**config.mk**
```make
export PLATFORM = sky130hd
export DESIGN_NAME = fb_pixel_writer
export DESIGN_NICKNAME = d
export VERILOG_FILES = /design/src/rtl/fb_pixel_writer.sv
export SDC_FILE = /design/constraint.sdc
export NUM_CORES = 1
export LEC_CHECK = 0
export CAP_MARGIN = 20
export CORE_MARGIN = 4
export CORE_UTILIZATION = 38
export DETAILED_ROUTE_END_ITERATION = 12
export PLACE_DENSITY = 0.92
export SYNTH_ARGS = -nofsm -noshare
export SYNTH_HDL_FRONTEND = slang
export SYNTH_SLANG_ARGS = --single-unit
```
**constraint.sdc**
```tcl
create_clock -name clk -period 1.39 [get_ports clk]
set_input_delay 0.139 -clock clk [delete_from_list [all_inputs] [get_ports clk]]
set_output_delay 0.139 -clock clk [all_outputs]
set_load 0.005 [all_outputs]
```
**src/rtl/fb_pixel_writer.sv**
```systemverilog
// ============================================================================
//  Module  : fb_pixel_writer
//  Brief   : Read-modify-write pixel writer for a 64x64 12bpp two-pixel-per-word
//            panel frame buffer; optional full-screen clear (macro FB_CLEAR_EN).
//  Rev     : 1.0  initial release
// ============================================================================
`timescale 1ns/1ps
`default_nettype none

module fb_pixel_writer #(
    parameter int NUM_COLS  = 64,
    parameter int NUM_ROWS  = 64,
    parameter int BIT_DEPTH = 4,
    parameter int ADDR_W    = 11
) (
    input  logic                          clk,
    input  logic                          rst,
    input  logic                          in_valid,
    output logic                          in_ready,
    input  logic [$clog2(NUM_COLS)-1:0]   in_x,
    input  logic [$clog2(NUM_ROWS)-1:0]   in_y,
    input  logic [3*BIT_DEPTH-1:0]        in_color,
    input  logic                          clr_req,
    input  logic [3*BIT_DEPTH-1:0]        clr_color,
    output logic                          busy,
    output logic                          done,
    output logic [ADDR_W-1:0]             mem_addr,
    output logic                          mem_rd,
    input  logic [6*BIT_DEPTH-1:0]        mem_rdata,
    output logic                          mem_we,
    output logic [6*BIT_DEPTH-1:0]        mem_wdata
);

    localparam int c_PW = 3 * BIT_DEPTH;
    localparam int c_YW = $clog2(NUM_ROWS);

    typedef enum logic [1:0] {
        S_IDLE = 2'd0,
        S_RD   = 2'd1,
        S_WR   = 2'd2
`ifdef FB_CLEAR_EN
        ,
        S_CLR  = 2'd3
`endif
    } state_t;

    state_t              r_state_q, w_state_d;
    logic [ADDR_W-1:0]   r_addr_q,  w_addr_d;
    logic                r_half_q,  w_half_d;
    logic [c_PW-1:0]     r_color_q, w_color_d;
    logic                r_done_q,  w_done_d;
    logic                w_clr_go;

`ifdef FB_CLEAR_EN
    logic [ADDR_W-1:0]   r_cnt_q,   w_cnt_d;

    assign w_clr_go = clr_req;
`else
    logic                w_unused;

    assign w_clr_go = 1'b0;
    assign w_unused = ^{clr_req, clr_color};
`endif

    always_ff @(posedge clk) begin
        if (rst) begin
            r_state_q <= S_IDLE;
            r_addr_q  <= '0;
            r_half_q  <= 1'b0;
            r_color_q <= '0;
            r_done_q  <= 1'b0;
`ifdef FB_CLEAR_EN
            r_cnt_q   <= '0;
`endif
        end else begin
            r_state_q <= w_state_d;
            r_addr_q  <= w_addr_d;
            r_half_q  <= w_half_d;
            r_color_q <= w_color_d;
            r_done_q  <= w_done_d;
`ifdef FB_CLEAR_EN
            r_cnt_q   <= w_cnt_d;
`endif
        end
    end

    always_comb begin
        w_state_d = r_state_q;
        w_addr_d  = r_addr_q;
        w_half_d  = r_half_q;
        w_color_d = r_color_q;
        w_done_d  = 1'b0;
`ifdef FB_CLEAR_EN
        w_cnt_d   = r_cnt_q;
`endif
        // Gated by rst so the port reads 0 for the whole reset window.
        in_ready  = (r_state_q == S_IDLE) && !rst;
        busy      = (r_state_q != S_IDLE);
        mem_rd    = 1'b0;
        mem_we    = 1'b0;
        mem_addr  = '0;
        mem_wdata = '0;

        case (r_state_q)
            S_IDLE: begin
`ifdef FB_CLEAR_EN
                if (w_clr_go) begin
                    w_state_d = S_CLR;
                    w_color_d = clr_color;
                    w_cnt_d   = '0;
                end else
`endif
                if (in_valid && in_ready && !w_clr_go) begin
                    w_state_d = S_RD;
                    w_addr_d  = {in_y[c_YW-2:0], in_x};
                    w_half_d  = in_y[c_YW-1];
                    w_color_d = in_color;
                end
            end
            S_RD: begin
                mem_rd    = 1'b1;
                mem_addr  = r_addr_q;
                w_state_d = S_WR;
            end
            S_WR: begin
                // Top half lives in the upper bits; the other half passes through.
                mem_we    = 1'b1;
                mem_addr  = r_addr_q;
                mem_wdata = r_half_q ? {mem_rdata[2*c_PW-1:c_PW], r_color_q}
                                     : {r_color_q, mem_rdata[c_PW-1:0]};
                w_state_d = S_IDLE;
                w_done_d  = 1'b1;
            end
`ifdef FB_CLEAR_EN
            S_CLR: begin
                mem_we    = 1'b1;
                mem_addr  = r_cnt_q;
                mem_wdata = {r_color_q, r_color_q};
                w_cnt_d   = r_cnt_q + 1'b1;
                if (r_cnt_q == {ADDR_W{1'b1}}) begin
                    w_state_d = S_IDLE;
                    w_done_d  = 1'b1;
                end
            end
`endif
            default: begin
                w_state_d = S_IDLE;
            end
        endcase
    end

    assign done = r_done_q;

endmodule

`default_nettype wire
```
Yosys cells after proc, flatten, opt, wreduce, memory -nomap -nowiden
Cells that the tools add are included.

Flip-flop bits (word level): 27. Input port bits: 64. Output and inout port bits: 40. Logic and storage cells: 22.

Equality and inequality tests: 3. Multiplexer cells: 7. Reductions and logical operators: 7.

Operators with widths (number): $mux W24 (2); $mux W11 (1); $pmux W2 S2 (1); $eq A2 B1 Y1 const B (1); $eq A2 B2 Y1 const B (1); $logic_and A1 B1 Y1 (2); $logic_not A2 Y1 (1); $mux W1 (2); $mux W2 (1); $ne A2 B1 Y1 const B (1); $reduce_and A2 Y1 (1); $reduce_bool A2 Y1 (1); $reduce_or A2 Y1 (1); $logic_not A1 Y1 (1).

Longest topological paths before layout
Gate-level depths: netlist of the first run.

Word-level depth: 5. Gate-level depth with buffers: 6. Depth with buffers taken out: 4.

Worst setup path before layout of the first run
No wires, ideal clock.

Kind: register -> register. Start: register r_state_q[0]. End: register r_state_q[0]. Setup time: 0.115 ns. Data arrival time: 1.120 ns. Required time: 1.275 ns. Slack: 0.155 ns. Stages on the path, launching flop included: 7. Buffers on the path: 2. Period minus slack after synthesis: 1.235 ns. Cells stage by stage: dfxtp_1 > inv_1 > ha_1 > buf_6 > buf_2 > and2b_1 > o21a_1.

Elaborated cells between the ends (all ways): 6. Those cells by class: eq/ne (2); mux (1); reduce/logical (3).

RTL lines: start, declared (RTL line 47) `state_t r_state_q, w_state_d;`; start signal, assigned (RTL line 76) `r_state_q <= w_state_d;`; $eq A2 B1 Y1 / $logic_not A2 Y1 (equally long branches) (RTL line 104) `case (r_state_q)`; $pmux W2 S2 * (RTL line 104); named net w_state_d[0] (RTL line 47).

Mark *: on every way through the listed nets, which the timed path passes. The rest lies on a longest branch. A chain may end at the register's enable or synchronous reset.

Final worst setup path of the first run
Start: register r_half_q. End: output mem_wdata[23].

Cells in the longest elaborated chain, start to end: 2.

Ends and longest elaborated chain: start, declared (RTL line 49) `logic r_half_q, w_half_d;`; start signal, assigned (RTL line 78) `r_half_q <= w_half_d;`; $mux W24 (RTL line 129) `mem_wdata = r_half_q ? {mem_rdata[2*c_PW-1:c_PW], r_color_q}`; $mux W24 (RTL line 104); end, declared (RTL line 31) `output logic [6*BIT_DEPTH-1:0] mem_wdata`.

Every way passes these cells.

==> results of run 1 <==
## flip-flops by register name, summed over array words and instances (netlist names)
name / cells
r_addr_q: 11
r_half_q: 1
r_color_q: 12
done: 1
r_state_q: 2
## logic make-up after synthesis
group	share of synthesized area, %
muxes	13.8
AOI/OAI and AO/OA	21.7
buffers and inverters	9.64
adders and majority gates	2.16
DFF	31.1
and+or+nand+nor	21.7
## how the worst max path moves through the flow
stage,from,to,slack [ns],cells past startpoint
after CTS,r_state_q[0]$_SDFFE_PP0P_,mem_wdata[9],-0.11,5
final,r_half_q$_SDFFE_PP0P_,mem_wdata[23],-0.13,5
after floorplan,r_state_q[0]$_SDFFE_PP0P_,r_state_q[0]$_SDFFE_PP0P_,0.16,6
after detailed placement,r_state_q[1]$_SDFFE_PP0P_,mem_addr[2],-0.25,4
after global routing,r_state_q[0]$_SDFFE_PP0P_,mem_wdata[20],-0.16,6
after global placement,r_state_q[1]$_SDFFE_PP0P_,mem_addr[2],-0.21,4
## through the flow
stage	cells	total power [µW]	worst slack [ns]	hold slack (ns)
2_1_floorplan	192	1230	0.155	0.286
3_3_place_gp	322	1490	-0.207	0.508
3_5_place_dp	322	1510	-0.252	0.521
4_1_cts	339	2110	-0.108	0.353
5_1_grt	344	2320	-0.161	0.373
6_report	344	2220	-0.130	0.353
## power groups by stage
stage,clock [µW],sequential [µW],combinational (µW)
2_1_floorplan,0,867,361
4_1_cts,462,871,778
5_1_grt,492,890,936
3_3_place_gp,0,876,616
3_5_place_dp,0,880,633
6_report,462,882,880
## routing by layer
metal | wire length (µm) | share of wire (%)
met5 | 0 | 0
met2 | 3110 | 53
met1 | 2190 | 38
met3 | 444 | 7.6
met4 | 102 | 1.7
## synth_stat cells
library cell  number  area share (%)
dfxtp_1           27              31
nor2b_1           26             9.4
mux2i_1           24              14
nand3_1           24             6.9
a21oi_1           23             6.6
a21bo_2           19              11
and2_1            11             4.0
buf_2              7             2.0
buf_6              6             3.9
a21bo_1            5             2.9
clkbuf_1           4            0.86
ha_1               3             2.2
inv_1              3            0.65
buf_4              2            0.86
a21oi_2            1            0.50
and2b_1            1            0.43
buf_1              1            0.22
buf_12             1             1.2
nand2b_1           1            0.36
nand4bb_1          1            0.65
o21a_1             1            0.43
o21ai_0            1            0.29
## layout make-up
cell class	instances	area [µm²]	share of cell area, %
clock buffers	3	41.3	1.32
clock inverters	1	5.00	0.160
inverters	3	16.3	0.519
multi-input cells	141	1260	40.4
flip-flops and latches	27	549	17.5
well taps	52	65.1	2.08
repair buffers	117	1190	38.0
## critical path, delay by kind of cell (launching register included)
kind | cells | cell delay [ns]
AND/OR/NAND/NOR | 1 | 0.05
flip-flops | 1 | 0.41
buffers and inverters | 3 | 0.39
multiplexers | 1 | 0.25
## timing repair
action,CTS,global route
pin swaps,13,1
setup buffers,10,4
endpoints found under the hold margin,0,0
endpoints found under the setup margin,39,39
gates resized for setup,193,40
gates cloned,3,2
==> run_results.csv, run 1 <==
group,metric,value,unit
global_routing,top_usage_layer,"met2",
worst_setup_path,cp_max_fo,6,
pwr,seqPwrFrac,39.7,%
pwr,swShare,29.3,%
worst_setup_path,crit_type,"register to output pin",
global_routing,grt_util_met1,21.9,%
worst_setup_path,reg2reg_from,"r_state_q[1]$_SDFFE_PP0P_",
timing,tightest_slew,0.289,ns
drt,drt_iter0_markers,96,
worst_setup_path,rrSetupSlack,0.15,ns
worst_setup_path,worst_path_max_delay_cell,"dfxtp_4",
logic_synthesis,synth-seq-cells,27,
timing,slew_violations,0,
min_path,hold_class,"primary input to register",
drt,ant_nets,0,
pwr,cellPowerDensity,710,nW/µm²
worst_setup_path,timing.rr.end,"r_color_q[6]$_SDFFE_PP0P_",
logic_synthesis,ys_types,22,
pwr,peakVddDrop,0.391,mV
worst_setup_path,worstSetupStartpointType,"register",
pwr,switching_power,651,µW
global_routing,grt_pass1_vias,1596,
logic_synthesis,synth_seq_area_share,31.1,%
cells_and_area,diodes,0,
global_routing,grt_max_degree,52,
worst_setup_path,worstSetupEndpointType,"output pin",
worst_setup_path,crit_path_max_incr_delay,0.41,ns
die,fp-row-count,24,
global_routing,antenna_found_initial,0,
timing,rsz0062_at_grt,"true",
worst_setup_path,crit_path_cell_trace,"buf_12 -> buf_16 -> mux2i_4 -> nor2b_4 -> buf_2",
clock_tree,clock-root-buffer,"clkbuf_8",
logic_synthesis,yosysWarnings,0,
global_routing,grtUsageTotal,18.4,%
drt,wl_per_cell,17.0,µm
logic_synthesis,synthCells,192,
cells_and_area,final_common_cell,"clkdlybuf4s50_1",
min_path,hold_depth,4,
worst_setup_path,worst-r2r-cell-count,5,
clock_tree,cts_made_buffers,3,
timing,finalSetupViolCount,35,
cells_and_area,layout-drive-gt1-share,44.2,%
job,maxCapViolCount,0,
logic_synthesis,synthesis.area,1740,µm²
die,core,4380,µm²
timing,fin_crit_sh,109,%
drt,via_per_inst,5.09,
cells_and_area,layout_common_cells,"clkdlybuf4s50_1 (50), nand3_1 (24), dfxtp_1 (24), a21oi_1 (23), buf_2 (23)",
cells_and_area,fin_util,71.5,%
die,initial_core_util,39.7,%
die,boundaryPins,104,
placement,hpwl,3.40,mm
clock_tree,clk_pin_slew,0.10,ns
drt,finalWirelength,5.85,mm
status,status,"complete, but fails checks",
cells_and_area,final_cell_area,3130,µm²
global_routing,overflow,0,
drt,drc,0,
pwr,comb_power_share,39.5,%
drt,dr.pass1.iters,4,
status,violations,"negative setup slack",
min_path,min_to,"r_addr_q[3]$_SDFFE_PP0P_",
clock_tree,htree_num_levels,1,
logic_synthesis,synth_area_per_cell,9.06,µm²
global_routing,use_met3,3.69,%
timing,max_slew_margin,80.2,%
cells_and_area,fin_nets,360,
pwr,leakage,0.00124,µW
clock_tree,hold_buffers,0,
die,die_area,5720,µm²
placement,gp_congestion,0.700,
cells_and_area,nFillCells,312,
timing,fin_worst_skew,0.00871,ns
clock_tree,cts_tree,"yes",
clock_tree,clkLatencyLatePin,0.27,ns
timing,final-hold-violation-count,0,
placement,portBuffers,90,
logic_synthesis,syn_nets,259,
clock_tree,clock_sinks,27,
clock_tree,clk_path_buf_depth,2,
global_routing,met2_usage,34.5,%
global_routing,grt_pass1_wl,8.15,mm
die,die_y,75.7,µm
min_path,min_from,"in_valid",
die,die-width,75.7,µm
drt,vias,1751,
pwr,intPower,1570,µW
timing,min_period,1.52,ns
cells_and_area,syn_to_final_growth,80.2,%
pwr,power_frac_clock,20.8,%
worst_setup_path,worstPathRequired,1.25,ns
worst_setup_path,crit_arrival,1.38,ns
timing,tns,-2.70,ns
placement,placedInstanceArea,2650,µm²
timing,fin_ws,-0.130,ns
timing,fmax,0.658,GHz
Note: power is estimated with default switching activity, not from simulation.
==> inputs of run 2 (changes only) <==
--- a/config.mk
+++ b/config.mk
@@ -7,9 +7,10 @@
 export LEC_CHECK = 0
 export CAP_MARGIN = 20
 export CORE_MARGIN = 4
-export CORE_UTILIZATION = 38
+export CORE_UTILIZATION = 41
 export DETAILED_ROUTE_END_ITERATION = 12
-export PLACE_DENSITY = 0.92
+export MAX_ROUTING_LAYER = met4
+export PLACE_DENSITY = 0.95
 export SYNTH_ARGS = -nofsm -noshare
 export SYNTH_HDL_FRONTEND = slang
 export SYNTH_SLANG_ARGS = --single-unit
==> constraint.sdc (replaced) <==
create_clock -name clk -period 1.8 [get_ports clk]
set_input_delay 0.18 -clock clk [delete_from_list [all_inputs] [get_ports clk]]
set_output_delay 0.18 -clock clk [all_outputs]
set_load 0.005 [all_outputs]
==> run 2 against run 1 <==
  * Die area shrank 6.6%
  * Final area shrank 15%
  * Sequential cell count is the same
  * Via count shrank 5.9%
  * The flow now finishes without violations
  * Combinational power shrank 46%
  * Clock-buffer cell count grew 1
==> run_results.csv, run 2 (same netlist as run 1, synthesis figures left out) <==
group,metric,value,unit
cells_and_area,diodes,0,
placement,placedInstanceArea,2630,µm²
clock_tree,cts_tree,"yes",
worst_setup_path,crit_path_cell_trace,"inv_2 -> ha_4 -> and2b_1 -> clkdlybuf4s50_1",
clock_tree,clock_sinks,27,
drt,dr.pass1.iters,3,
timing,slew_violations,0,
cells_and_area,fin_nets,342,
global_routing,grt_max_degree,43,
global_routing,antenna_found_initial,0,
global_routing,grt_pass1_wl,7.16,mm
status,status,"finished, final reports clean",
clock_tree,clk_pin_slew,0.09,ns
min_path,hold_class,"primary input to register",
die,core,4060,µm²
global_routing,grt_pass1_vias,1596,
cells_and_area,final_common_cell,"clkdlybuf4s50_1",
timing,finalSetupViolCount,0,
cells_and_area,layout-drive-gt1-share,14.2,%
pwr,peakVddDrop,0.316,mV
placement,gp_congestion,0.718,
cells_and_area,syn_to_final_growth,53.5,%
pwr,cellPowerDensity,555,nW/µm²
worst_setup_path,crit_type,"register to output pin",
global_routing,grtUsageTotal,17.4,%
worst_setup_path,crit_path_max_incr_delay,0.50,ns
global_routing,overflow,0,
worst_setup_path,crit_family,"buffers and inverters",
timing,tns,0,ns
cells_and_area,regMostFlops,"r_color_q",
drt,vias,1647,
drt,finalWirelength,4.58,mm
timing,fmax,0.583,GHz
drt,ant_nets,0,
cells_and_area,layout_common_cells,"clkdlybuf4s50_1 (54), dlygate4sd2_1 (34), nor2b_1 (26), dfxtp_1 (25)",
worst_setup_path,cp_max_fo,11,
timing,fin_worst_skew,0.00411,ns
drt,wl_per_cell,14.1,µm
clock_tree,clkLatencyLatePin,0.27,ns
clock_tree,clk_path_buf_depth,2,
timing,rsz0062_at_grt,"false",
timing,final-hold-violation-count,0,
worst_setup_path,worst_path_max_delay_cell,"clkdlybuf4s50_1",
die,die-width,73.1,µm
clock_tree,clock-root-buffer,"clkbuf_8",
timing,fin_crit_sh,95.3,%
clock_tree,hold_buffers,0,
die,die_y,73.1,µm
worst_setup_path,cp_num_buf_inv,2,
timing,max_slew_margin,73.4,%
clock_tree,cts_made_buffers,3,
cells_and_area,top_regs,"r_color_q: 12 flops, r_addr_q: 11 flops, r_state_q: 2 flops",
die,initial_core_util,42.9,%
timing,min_period,1.72,ns
timing,tightest_slew,0.398,ns
timing,hold_ws,0.335,ns
drt,via_per_inst,5.08,
cells_and_area,largest_reg_flops,12,
job,maxCapViolCount,0,
die,die_area,5350,µm²
pwr,leakage,0.00114,µW
worst_setup_path,worstSetupStartpointType,"register",
die,boundaryPins,104,
die,fp-row-count,23,
drt,drt_iter0_markers,53,
placement,hpwl,3.36,mm
worst_setup_path,crit_arrival,1.54,ns
worst_setup_path,worstSetupEndpointType,"output pin",
cells_and_area,final_cell_area,2670,µm²
drt,drc,0,
placement,portBuffers,90,
worst_setup_path,worstPathRequired,1.62,ns
clock_tree,htree_num_levels,1,
[run 2: area by class of cell]
type                       instances  area (µm²)
fill                             353        1390
timing repair buffer              99         961
multi-input combinational        141        1050
tap                               50        62.6
inverter                           3        11.3
clock buffer                       4        45.0
sequential                        27         543
[run 2: worst register-to-register path, stage by stage, from the launching register on]
cell	delay (ns)
dfxtp_2	0.34
inv_2	0.08
ha_4	0.20
buf_4	0.38
a21bo_2	0.22
a21oi_1	0.06
[run 2: path summary, 6_finish.rpt]
check             slack, ns  cells past startpoint                         to                       from
setup / recovery       0.08                      4                   in_ready  r_state_q[1]$_SDFFE_PP0P_
hold / removal         0.34                      3   r_addr_q[3]$_SDFFE_PP0P_                   in_valid
setup reg to reg       0.41                      5   r_addr_q[9]$_SDFFE_PP0P_  r_state_q[1]$_SDFFE_PP0P_
hold reg to reg        0.53                      2  r_state_q[1]$_SDFFE_PP0P_  r_state_q[1]$_SDFFE_PP0P_
[run 2: per-stage QoR]
stage / power (µW) / std cells / setup slack (ns) / utilization (%)
2_1_floorplan: 948 / 192 / 0.565 / -
3_3_place_gp: 1140 / 317 / 0.154 / 64.7
3_5_place_dp: 1150 / 317 / 0.144 / 64.7
4_1_cts: 1500 / 324 / 0.0551 / 65.7
5_1_grt: 1580 / 324 / 0.00880 / 65.8
6_report: 1480 / 324 / 0.0839 / 65.8
[run 2: per-layer routing]
layer,global-route usage (%),wire length (µm),up-vias
li1,-,-,823
met1,19.1,1820,755
met2,31.0,2300,61
met3,3.72,383,8
met4,5.12,78,0
met5,-,0,-
[run 2: power by group]
group,internal (µW),switching (µW),leakage (µW)
logic,284,193,0.000897
clock network,158,180,0.0000228
registers,641,24.4,0.000222
[run 2: timing repair]
item | CTS | global route
hold endpoints to repair | 0 | 0
pin swaps | 2 | 1
resized for setup | 41 | 1
setup buffers | 3 | 0
cloned | 0 | 0
setup endpoints to repair | 36 | 2
